===== src/rtl/iob_fifo_sync_stream_rd.sv =====
// Read-side stream adapter for the synchronous FIFO: 3-entry prefetch buffer, valid/ready output.
// Optional burst framing (m_last, burst_len) enabled by IOB_FIFO_SYNC_STREAM_RD_LAST_EN.
module iob_fifo_sync_stream_rd #(
    parameter int DATA_W = 32,
    parameter int ADDR_W = 4
) (
    input  logic              ap_clk,
    input  logic              arst,
    output logic              fifo_r_en,
    input  logic [DATA_W-1:0] fifo_r_data,
    input  logic              fifo_r_empty,
    input  logic [ADDR_W:0]   fifo_level,
    output logic              m_valid,
    output logic [DATA_W-1:0] m_data,
    input  logic              m_ready,
`ifdef IOB_FIFO_SYNC_STREAM_RD_LAST_EN
    input  logic [15:0]       burst_len,
    output logic              m_last,
`endif
    output logic [ADDR_W+2:0] level
);

    logic [DATA_W-1:0] mem_q [3];
    logic [1:0]        rd_ptr_q;
    logic [1:0]        wr_ptr_q;
    logic [1:0]        occ_q;
    logic [1:0]        occ_d;
    logic              inflight_q;
    logic              pop;

    function automatic logic [1:0] ptr_inc(input logic [1:0] p);
        return (p == 2'd2) ? 2'd0 : p + 2'd1;
    endfunction

    // Issue depends only on registered state, so m_ready never reaches fifo_r_en.
    always_comb begin
        m_valid   = (occ_q != 2'd0);
        m_data    = mem_q[rd_ptr_q];
        pop       = m_valid & m_ready;
        fifo_r_en = ~arst & ~fifo_r_empty &
                    (({1'b0, occ_q} + {2'b00, inflight_q}) < 3'd3);
        occ_d     = occ_q + {1'b0, inflight_q} - {1'b0, pop};
        level     = {2'b00, fifo_level}
                  + {{(ADDR_W+1){1'b0}}, occ_q}
                  + {{(ADDR_W+2){1'b0}}, inflight_q};
    end

    always_ff @(posedge ap_clk or posedge arst) begin
        if (arst) begin
            for (int i = 0; i < 3; i++) mem_q[i] <= '0;
            rd_ptr_q   <= 2'd0;
            wr_ptr_q   <= 2'd0;
            occ_q      <= 2'd0;
            inflight_q <= 1'b0;
        end else begin
            if (inflight_q) begin
                mem_q[wr_ptr_q] <= fifo_r_data;
                wr_ptr_q        <= ptr_inc(wr_ptr_q);
            end
            if (pop) rd_ptr_q <= ptr_inc(rd_ptr_q);
            occ_q      <= occ_d;
            inflight_q <= fifo_r_en;
        end
    end

`ifdef IOB_FIFO_SYNC_STREAM_RD_LAST_EN
    logic [15:0] cnt_q;
    logic [15:0] blen_q;
    logic [15:0] blen_cur;
    logic [15:0] last_idx;

    // The first beat of a burst sees the live burst_len; later beats use the copy taken then.
    always_comb begin
        blen_cur = (cnt_q == 16'd0) ? burst_len : blen_q;
        last_idx = (blen_cur == 16'd0) ? 16'd0 : blen_cur - 16'd1;
        m_last   = m_valid & (cnt_q == last_idx);
    end

    always_ff @(posedge ap_clk or posedge arst) begin
        if (arst) begin
            cnt_q  <= 16'd0;
            blen_q <= 16'd0;
        end else if (pop) begin
            if (cnt_q == 16'd0) blen_q <= burst_len;
            cnt_q <= m_last ? 16'd0 : cnt_q + 16'd1;
        end
    end
`endif

endmodule


===== config.mk =====
export PLATFORM = sky130hd
export DESIGN_NAME = iob_fifo_sync_stream_rd
export DESIGN_NICKNAME = d
export VERILOG_FILES = /design/src/rtl/iob_fifo_sync_stream_rd.sv
export SDC_FILE = /design/constraint.sdc
export NUM_CORES = 1
export LEC_CHECK = 0
export ABC_AREA = 1
export CELL_PAD_IN_SITES_DETAIL_PLACEMENT = 0
export CELL_PAD_IN_SITES_GLOBAL_PLACEMENT = 1
export CORE_MARGIN = 5
export CORE_UTILIZATION = 43
export DETAILED_ROUTE_END_ITERATION = 10
export GPL_TIMING_DRIVEN = 0
export PLACE_DENSITY_LB_ADDON = 0.1
export SYNTH_ARGS = -nofsm -noshare
export SYNTH_HDL_FRONTEND = slang
export SYNTH_SLANG_ARGS = --single-unit

===== constraint.sdc =====
create_clock -name ap_clk -period 7.7 [get_ports ap_clk]
set_input_delay 0.77 -clock ap_clk [delete_from_list [all_inputs] [get_ports ap_clk]]
set_output_delay 0.77 -clock ap_clk [all_outputs]
set_load 0.02 [all_outputs]

==> flow_summary.toml <==
[clock_network]
worst_skew_pair.late_latency_ns = 0.38
post_cts_hold_buffer_count = 0
cts_buffers = 9
clk_pin_slew_worst_paths_ns = 0.10
cts_buffer_depth = 2
ctsHtreeMaxLevel = 3
root_buffer_cell = "clkbuf_8"
ctsResizeCount = 0
tritoncts = "done"
numClockSinks = 103
cts_setup_buffers = 0

[placed_design]
placedCellCount = 768
globalplace.congestion = 0.757
dpl.hpwl_mm = 7.90
numPortBuffers = 80

[route]
drt-initial-drc-count = 186
route.antenna.remaining_nets = 0
routedWlPerCell_um = 14.8
routed_via_count_divided_by_cell_count = 4.87
detail_route.wirelength_mm = 11.6
firstDrtPassIters = 4
vias = 3817
post-route-drc-count = 0

[synth]
proportion_of_synthesized_chip_area_in_sequential_cells_pct = 53.5
netlist_area_pre_place_sq_um = 4820
number_of_register_bits_inferred_by_synthesis = 103
yosys.area.top_type_share_pct = 53.5
yosysTopAreaCell = "dfrtp_1"
yosys_warnings = 0
syn-num-nets = 595
post_synth_edffs = 0
synthArstFlopShare_pct = 100
synth_top_cells_by_area = "dfrtp_1 54%, nand2_1 16%, o21ai_2 8.0%, o21ai_1 5.0%, nand3_1 4.3%"
leading_cell_types_by_count_after_synthesis = "205 x nand2_1, 103 x dfrtp_1, 48 x o21ai_1"
synthMostInstantiatedCell = "nand2_1"
synth_cell_types = 21
ys_flop_type = "dfrtp_1"
syn_avg_cell_area_sq_um = 8.81
syn_inst = 547

[die]
die_width_um = 116
height_of_the_die_um = 116
core.rowCount = 38
start_util_pct = 44.2
io_pins = 82
core_area_sq_um = 10900
die_area_sq_um = 13400

[power]
ir_worst_vdd_mv = 0.201
p_leak_nw = 2.95
power.density_nw_per_um2 = 434

[worst_setup_path]
r2r_setup_slack_ns = 6.17
worst_ep_arrival_time_ns = 2.86
path_depth = 8
critPathSlowestCell = "clkdlybuf4s50_1"
worstPathBufferInverterCount = 4
crit_path_end_kind = "output pin"
worst_setup_path_class = "in -> out"
crit_path_max_incr_delay_ns = 0.62
timing.reg2reg.worst_path_depth = 9
critical_path.startpoint_type = "input pin"
cp_cell_sequence = "clkdlybuf4s50_1 > inv_1 > fa_1 > inv_1 > fa_1 > nand3_1 > xnor2_1 > clkdlybuf4s50_1"
cp_top_family = "buffers and inverters"
critPathRequiredTime_ns = 6.93
crit_path_max_fanout = 3

[final_layout]
layout.cells.non_filler = 784
final_core_utilization_pct = 55.1
multi_input_comb_area_sq_um = 1820
ff_latch_area_sq_um = 2580
drive_above_1_share_pct = 15.8
finish.net_count = 687
insertedDiodeCount = 0
area_growth_syn_to_layout_pct = 24.6
fill_cells = 1031

[sta]
fmaxAchievable_mhz = 276
fin_tns_setup_ns = 0
rsz0062_at_grt = "false"
maxSlewViolCount = 0
setup_violations = 0
final.period_utilization_pct = 47.1
timing_hold_violations_final = 0
layout_min_cycle_time_ns = 3.63
worst_slew_pin_tran_ns = 0.585
slew-limit-headroom_pct = 61.0
skew_ns = 0.0127

[global_routing]
global_route.usage.total_pct = 19.3
antenna_violations_before_repair = 0
largest_net_degree_at_the_start_of_global_routing = 60
grt_pass1_wl_mm = 20.1
grt_overflow_total = 0
first_global_vias = 4007

[job]
timing.max_cap.violations = 0

[worst_hold_path]
worst_hold_path_type = "reg -> reg"
whs_path_depth = 2

[status]
outcome = "complete, no violations"
[stage by stage]
step                      setup WS (ns)  cell area (sq um)  total power, mW  hold WS, ns
after floorplan                    4.23               4820             1.78        0.453
after global placement             2.59               5790             2.28        0.464
final                              4.07               6000             2.60        0.489
after CTS                          4.05               6000             2.64        0.493
after detailed placement           4.05               5820             2.31        0.468
after global routing               3.97               6000             2.82        0.503
[layer usage]
layer / global-route usage (%) / wire length, um / vias up
met2: 32.0 / 5590 / 75
met3: 4.23 / 579 / 13
met4: 4.49 / 122 / 0
met5: 0 / 0 / -
li1: - / - / 1922
met1: 26.0 / 5340 / 1807
[state kept, by name, indices dropped and copies added, names as in the netlist]
signal and count:
inflight_q 1, mem_q 96, occ_q 2, rd_ptr_q 2
wr_ptr_q 2
[area by class of cell]
type | instances | area share, %
plain buffers | 30 | 3.92
multi-input cells | 366 | 30.4
flip-flops and latches | 103 | 42.9
well taps | 140 | 2.92
clock buffers | 9 | 2.06
repair buffers | 81 | 13.8
clock inverters | 7 | 0.938
inverters | 48 | 3.04
[power by group]
group          total [mW]  internal [mW]  leakage (nW)  switching (mW)
Clock               0.324          0.122        0.0959           0.202
Sequential          0.957          0.808          1.25           0.149
Combinational        1.32          0.590          1.61           0.733
[tightest hold or removal path: stages, from the launching register on]
cell     delay [ns]
dfrtp_1        0.35
nand2_1        0.06
o21ai_2        0.05
[worst paths after layout]
check                               from           to
setup / recovery           fifo_level[0]     level[4]
hold / removal                 mem_q[93]    mem_q[93]
setup reg to reg                occ_q[1]     occ_q[1]
hold reg to reg                mem_q[93]    mem_q[93]
max in group asynchronous           arst  wr_ptr_q[1]
min in group asynchronous           arst   inflight_q
[layout by cell type (no fill, tap or decap)]
cell type	synthesis	layout
nand2_1	205	205
dfrtp_1	103	103
clkdlybuf4s50_1	0	80
o21ai_1	48	48
inv_1	46	45
o21ai_2	44	44
nand3_1	41	41
buf_2	14	14
buf_6	12	12
clkbuf_8	0	9
o21ai_0	6	6
ha_1	5	5
nand2_2	4	4
buf_4	4	4
nor2_2	3	3
nor2_1	3	3
inv_2	2	2
fa_1	2	2
clkinv_4	0	2
clkinv_2	0	2
inv_6	0	2
nand3_2	1	1
a21oi_1	1	1
xnor2_1	1	1
xor2_1	1	1
inv_4	0	1
conb_1	1	1
inv_8	0	1
buf_16	0	1
[cell families after synthesis]
logic type / after synthesis / share of synthesized area, %
XOR/XNOR: 2 / 0.364
AND/OR/NAND/NOR: 257 / 21.6
flip-flops: 103 / 53.5
AO/OA/AOI/OAI: 99 / 13.7
other: 1 / 0.0778
adder cells (fa/ha/maj): 7 / 2.13
buffers and inverters: 78 / 8.62
Power figures use the tool's default switching activity.
